`src/rtl/ahb_arbiter.sv`:
```
// Round-robin AHB bus arbiter. A request is granted 1 edge later when arbitration is allowed.
// The grant is frozen while HREADY=0, inside a fixed burst, or during a locked sequence.
module ahb_arbiter #(
    parameter int NUM_MASTERS    = 4,
    parameter int DEFAULT_MASTER = 0,
    parameter int MW             = $clog2(NUM_MASTERS)
) (
    input  logic                   HCLK,
    input  logic                   HRESET,
    input  logic [NUM_MASTERS-1:0] HBUSREQ,
    input  logic [NUM_MASTERS-1:0] HLOCK,
    input  logic [1:0]             HTRANS,
    input  logic [2:0]             HBURST,
    input  logic                   HREADY,
    input  logic [1:0]             HRESP,
    output logic [NUM_MASTERS-1:0] HGRANT,
    output logic [MW-1:0]          HMASTER,
    output logic                   HMASTLOCK
);

    localparam logic [1:0] TR_IDLE   = 2'b00;
    localparam logic [1:0] TR_BUSY   = 2'b01;
    localparam logic [1:0] TR_NONSEQ = 2'b10;
    localparam logic [1:0] TR_SEQ    = 2'b11;
    localparam logic [1:0] RESP_OKAY = 2'b00;
    localparam logic [NUM_MASTERS-1:0] ONE = NUM_MASTERS'(1);

    logic [NUM_MASTERS-1:0] grant_q;
    logic [3:0]             beats_left;
    logic [3:0]             beats_left_next;
    logic [3:0]             burst_last;
    logic [MW-1:0]          gidx;
    logic [MW-1:0]          win;
    logic [MW-1:0]          cand;
    logic                   found;
    logic                   arb_ok;

    assign HGRANT = grant_q;

    // Beats remaining after the NONSEQ beat; SINGLE and INCR never hold the bus.
    always_comb begin
        case (HBURST)
            3'b010, 3'b011: burst_last = 4'd3;
            3'b100, 3'b101: burst_last = 4'd7;
            3'b110, 3'b111: burst_last = 4'd15;
            default:        burst_last = 4'd0;
        endcase
    end

    always_comb begin
        beats_left_next = beats_left;
        if (HRESP != RESP_OKAY) begin
            beats_left_next = 4'd0;
        end else if (HREADY) begin
            case (HTRANS)
                TR_NONSEQ: beats_left_next = burst_last;
                TR_SEQ:    beats_left_next = (beats_left != 4'd0) ? beats_left - 4'd1 : beats_left;
                TR_IDLE:   beats_left_next = 4'd0;
                TR_BUSY:   beats_left_next = beats_left;
                default:   beats_left_next = beats_left;
            endcase
        end
    end

    always_comb begin
        gidx = '0;
        for (int i = 0; i < NUM_MASTERS; i++) begin
            if (grant_q[i]) gidx = MW'(i);
        end
    end

    // The current owner is visited last, so it only keeps the bus when nobody else asks.
    always_comb begin
        win   = MW'(DEFAULT_MASTER);
        found = 1'b0;
        cand  = gidx;
        for (int k = 1; k <= NUM_MASTERS; k++) begin
            cand = MW'((int'(gidx) + k) % NUM_MASTERS);
            if (!found && HBUSREQ[cand]) begin
                win   = cand;
                found = 1'b1;
            end
        end
    end

    // HMASTLOCK term gives one extra hold edge so the last locked data phase finishes first.
    assign arb_ok = HREADY && (beats_left_next <= 4'd1) && !HLOCK[gidx] && !HMASTLOCK;

    always_ff @(posedge HCLK or posedge HRESET) begin
        if (HRESET) begin
            grant_q    <= ONE << DEFAULT_MASTER;
            HMASTER    <= MW'(DEFAULT_MASTER);
            HMASTLOCK  <= 1'b0;
            beats_left <= 4'd0;
        end else begin
            beats_left <= beats_left_next;
            if (arb_ok) begin
                grant_q <= ONE << win;
            end
            if (HREADY) begin
                HMASTER   <= gidx;
                HMASTLOCK <= HLOCK[gidx];
            end
        end
    end

endmodule

```
`config.mk`:
```
export PLATFORM = sky130hd
export DESIGN_NAME = ahb_arbiter
export DESIGN_NICKNAME = d
export VERILOG_FILES = /design/src/rtl/ahb_arbiter.sv
export SDC_FILE = /design/constraint.sdc
export NUM_CORES = 1
export LEC_CHECK = 0
export ABC_AREA = 1
export CAP_MARGIN = 20
export CORE_MARGIN = 1
export CORE_UTILIZATION = 39
export CTS_BUF_LIST = sky130_fd_sc_hd__clkbuf_16
export DETAILED_ROUTE_END_ITERATION = 10
export GPL_ROUTABILITY_DRIVEN = 0
export PLACE_DENSITY_LB_ADDON = 0.15
export SLEW_MARGIN = 15
export SYNTH_ARGS = -nofsm -noshare
export SYNTH_HDL_FRONTEND = slang
export SYNTH_SLANG_ARGS = --single-unit
export TNS_END_PERCENT = 5
```
`constraint.sdc`:
```
create_clock -name HCLK -period 1.73 [get_ports HCLK]
set_input_delay 0.346 -clock HCLK [delete_from_list [all_inputs] [get_ports HCLK]]
set_output_delay 0.346 -clock HCLK [all_outputs]
set_load 0.05 [all_outputs]
```
==> results_dict.tcl <==
set metrics [dict create \
    run_status "completed" \
    total_number_of_nets_in_the_final_design 230 \
    synth_xor_xnor_area_share_pct 0.816 \
    synth.area.mux_share_pct 0 \
    clock-root-buffer "sky130_fd_sc_hd__clkbuf_16" \
    die_h_um 54.5 \
    drt_pass_1_iters 4 \
    rows 18 \
    proportion_of_power_drawn_by_flip_flops_and_latches_pct 16.8 \
    route.vias.total 1173 \
    post_synth_and_or_nand_nor_area_fraction_pct 53.4 \
    share_of_the_synthesized_area_in_the_top_cell_type_pct 23.3 \
    layout.cells.most_common "sky130_fd_sc_hd__nand2_1" \
    power_per_cell_area_mw_per_mm2 1530 \
    vias_in_the_first_global_route 1071 \
    final-instance-count-excl-fill 240 \
    cts-root-to-sink-buffers 2 \
    total_global_route_track_usage_pct 20.4 \
    final_cell_area_mm2 0.00165 \
    ys_warn_count 0 \
    crit_path_top_delay_cell "sky130_fd_sc_hd__dfrtp_2" \
    grt_remaining_overflow 0 \
    synthTopCellsByArea "sky130_fd_sc_hd__dfrtp_1 (23%), sky130_fd_sc_hd__nand2_1 (19%), sky130_fd_sc_hd__nand3_1 (12%)" \
    cts_num_sinks 11 \
    detailed_place.area_mm2 0.00141 \
    p_int_uw 1270 \
    skew_ns 0.00393 \
    synth_top_area_cell "sky130_fd_sc_hd__dfrtp_1" \
    critical_path.n_buffers_inverters 3 \
    drt_first_iter_violations 25 \
    slew_headroom_pct 72.4 \
    holdCritPathClass "input pin to async pin" \
    finalWorstSetupSlack_ns 0.0599 \
    initial_antenna_violation_count 0 \
    syn-cell-area_mm2 0.00107 \
    maximum_number_of_pins_on_one_net_before_global_route_repair 12 \
    timing.critical_path.cells "inv_2 > nand2_4 > nand2_8 > inv_4 > nand3_4 > nand3b_4 > nor2_4 > nand3_2 > nor2_4 > inv_2 > nand2_1 > nand2_1" \
    n_antenna_cell 0 \
    crit_required_ns 1.86 \
    layout-area-overhead-vs-synth_pct 53.7 \
    p_clk_share_pct 16.6 \
    largest_family_of_logic_cells_by_synthesized_area "simple AND/OR/NAND/NOR gates" \
    die_width_um 54.5 \
    path_class "flip-flop to flip-flop" \
    timing.max_cap.violations 0 \
    critPathMaxStageDelay_ns 0.46 \
    hold_viol 0 \
    port_buffers 23 \
    initial_core_util_pct 42.2 \
    post-place-ws_ns -0.240 \
    routedWlPerCell_um 11.9 \
    design.die.area_mm2 0.00297 \
    report.final.slew_viol_count 0 \
    ys_types 27 \
    cp_data_arrival_time_ns 1.80 \
    critPathMaxFanout 8 \
    ys_ff_latch 11 \
    clock_latency_ns 0.24 \
    syn_inst 170 \
    synth-compound-area-share_pct 8.04 \
    mostFrequentLayoutCells "sky130_fd_sc_hd__nand2_1 (46), sky130_fd_sc_hd__nand3_1 (23), sky130_fd_sc_hd__inv_1 (20), sky130_fd_sc_hd__buf_4 (18), sky130_fd_sc_hd__clkdlybuf4s50_1 (14)" \
    layout-drive-gt1-share_pct 34.8 \
    place.detailed.instances 232 \
    timing.critical_path.to_type "flip-flop" \
    synthAdderAreaFrac_pct 1.17 \
    path_clk_slew_ns 0.04 \
    synth_nets 189 \
    power_leakage_uw 0.000853 \
    critical_path.startpoint_type "flip-flop" \
    timing.final.crit_period_ns 1.67 \
    route.detailed.vias_per_inst 4.89 \
    grt_first_pass_wirelength_mm 4.30 \
    cts_htree_levels 1 \
    synth_area_per_inst_um2 6.31 \
    maximum_vdd_drop_mv 1.18 \
    synth_sequential_area_ratio_pct 25.8 \
    critical-path-top-delay-family "simple AND/OR/NAND/NOR gates" \
    ant_nets 0 \
    switching_share_pct 49.9 \
    setup_viol 0 \
    achievable_frequency_mhz 599 \
    core_area_mm2 0.00254 \
    grt_setup_unrepaired "yes" \
    p_comb_share_pct 66.6 \
    place.detailed.hpwl_mm 2.14 \
    min_period_over_period_pct 96.5 \
    cts-buffers-inserted 3 \
    cts_tree "yes" \
    top_level_ports 25 \
    final_routed_drc_violation_total 0 \
    tightestPinTransition_ns 0.414 \
    wl_mm 2.85 \
    power_switching_uw 1260 \
]
## per-layer routing
| metal | part of all wire [%] | wire [um] | track usage [%] |
|---|---|---|---|
| met3 | 4.0 | 113 | 6.11 |
| met4 | 0.28 | 8 | 3.85 |
| met5 | 0 | 0 | 0 |
| met2 | 55 | 1560 | 38.6 |
| met1 | 41 | 1160 | 22.1 |
## kinds of logic after synthesis
| family | count (synthesis) |
|---|---|
| XOR/XNOR | 1 |
| flip-flops | 11 |
| adder cells (fa/ha/maj) | 1 |
| AO/OA/AOI/OAI | 14 |
| buffers and inverters | 31 |
| AND/OR/NAND/NOR | 112 |
## per-stage QoR
stage / util, % / TNS [ns] / hold slack [ns] / power, uW
floorplan: - / 0 / 0.198 / 1480
detailed placement: 55.3 / -0.908 / 0.483 / 1850
global placement: 55.3 / -0.885 / 0.475 / 1810
finish: 64.8 / 0 / 0.397 / 2530
global route: 64.8 / -0.183 / 0.458 / 2700
CTS: 58.7 / 0 / 0.420 / 2270
## repair_timing
action,4_1_cts,5_1_grt
endpoints found under the setup margin,3,4
resized for setup,2,29
hold endpoints to repair,0,0
hold buffers,0,0
setup buffers,0,4
pin swaps,0,15
## power groups by stage
stage,Combinational (uW),Clock [uW],Sequential [uW]
floorplan,863,0,619
global placement,1400,0,412
detailed placement,1430,0,415
CTS,1440,424,412
global route,1830,437,437
finish,1680,419,425
## registers in the layout, summed over array words and instances, names as in the netlist
signal      flops
beats_left      4
HMASTLOCK       1
HGRANT          4
HMASTER         2
## cell usage after synthesis
cell / instances
sky130_fd_sc_hd__nand2_1: 55
sky130_fd_sc_hd__nand3_1: 26
sky130_fd_sc_hd__inv_1: 22
sky130_fd_sc_hd__dfrtp_1: 10
sky130_fd_sc_hd__nor2_1: 9
sky130_fd_sc_hd__inv_2: 7
sky130_fd_sc_hd__a21oi_1: 6
sky130_fd_sc_hd__nand3_2: 6
sky130_fd_sc_hd__o21ai_0: 4
sky130_fd_sc_hd__nand2_4: 3
sky130_fd_sc_hd__nor2_2: 3
sky130_fd_sc_hd__clkinv_1: 2
sky130_fd_sc_hd__nand2_2: 2
sky130_fd_sc_hd__nor2_4: 2
sky130_fd_sc_hd__a211oi_1: 1
sky130_fd_sc_hd__a21boi_2: 1
sky130_fd_sc_hd__a21oi_2: 1
sky130_fd_sc_hd__and2_1: 1
sky130_fd_sc_hd__dfstp_2: 1
sky130_fd_sc_hd__ha_1: 1
sky130_fd_sc_hd__nand2_8: 1
sky130_fd_sc_hd__nand3b_2: 1
sky130_fd_sc_hd__nand4_1: 1
sky130_fd_sc_hd__nor3_1: 1
sky130_fd_sc_hd__o21ai_2: 1
sky130_fd_sc_hd__or2_1: 1
sky130_fd_sc_hd__xor2_1: 1
## final timing paths
path                       startpoint       endpoint  slack (ns)  cells past startpoint
setup / recovery            HGRANT[2]      HGRANT[3]        0.06                     12
hold / removal                 HRESET  beats_left[2]        0.40                      2
setup reg to reg            HGRANT[2]      HGRANT[3]        0.06                     12
hold reg to reg             HGRANT[0]      HGRANT[0]        0.49                      2
max in group asynchronous      HRESET      HGRANT[0]        1.01                      2
min in group HCLK           HGRANT[0]      HGRANT[0]        0.49                      2
## area by class of cell
class                      instances  area (um2)
clock buffer                       3        75.1
clock inverter                     1        3.75
multi-input combinational        128         792
inverter                          31         121
timing repair buffer              36         340
fill                             234         895
tap                               30        37.5
sequential                        11         280
Note: power is estimated with default switching activity, not from simulation.
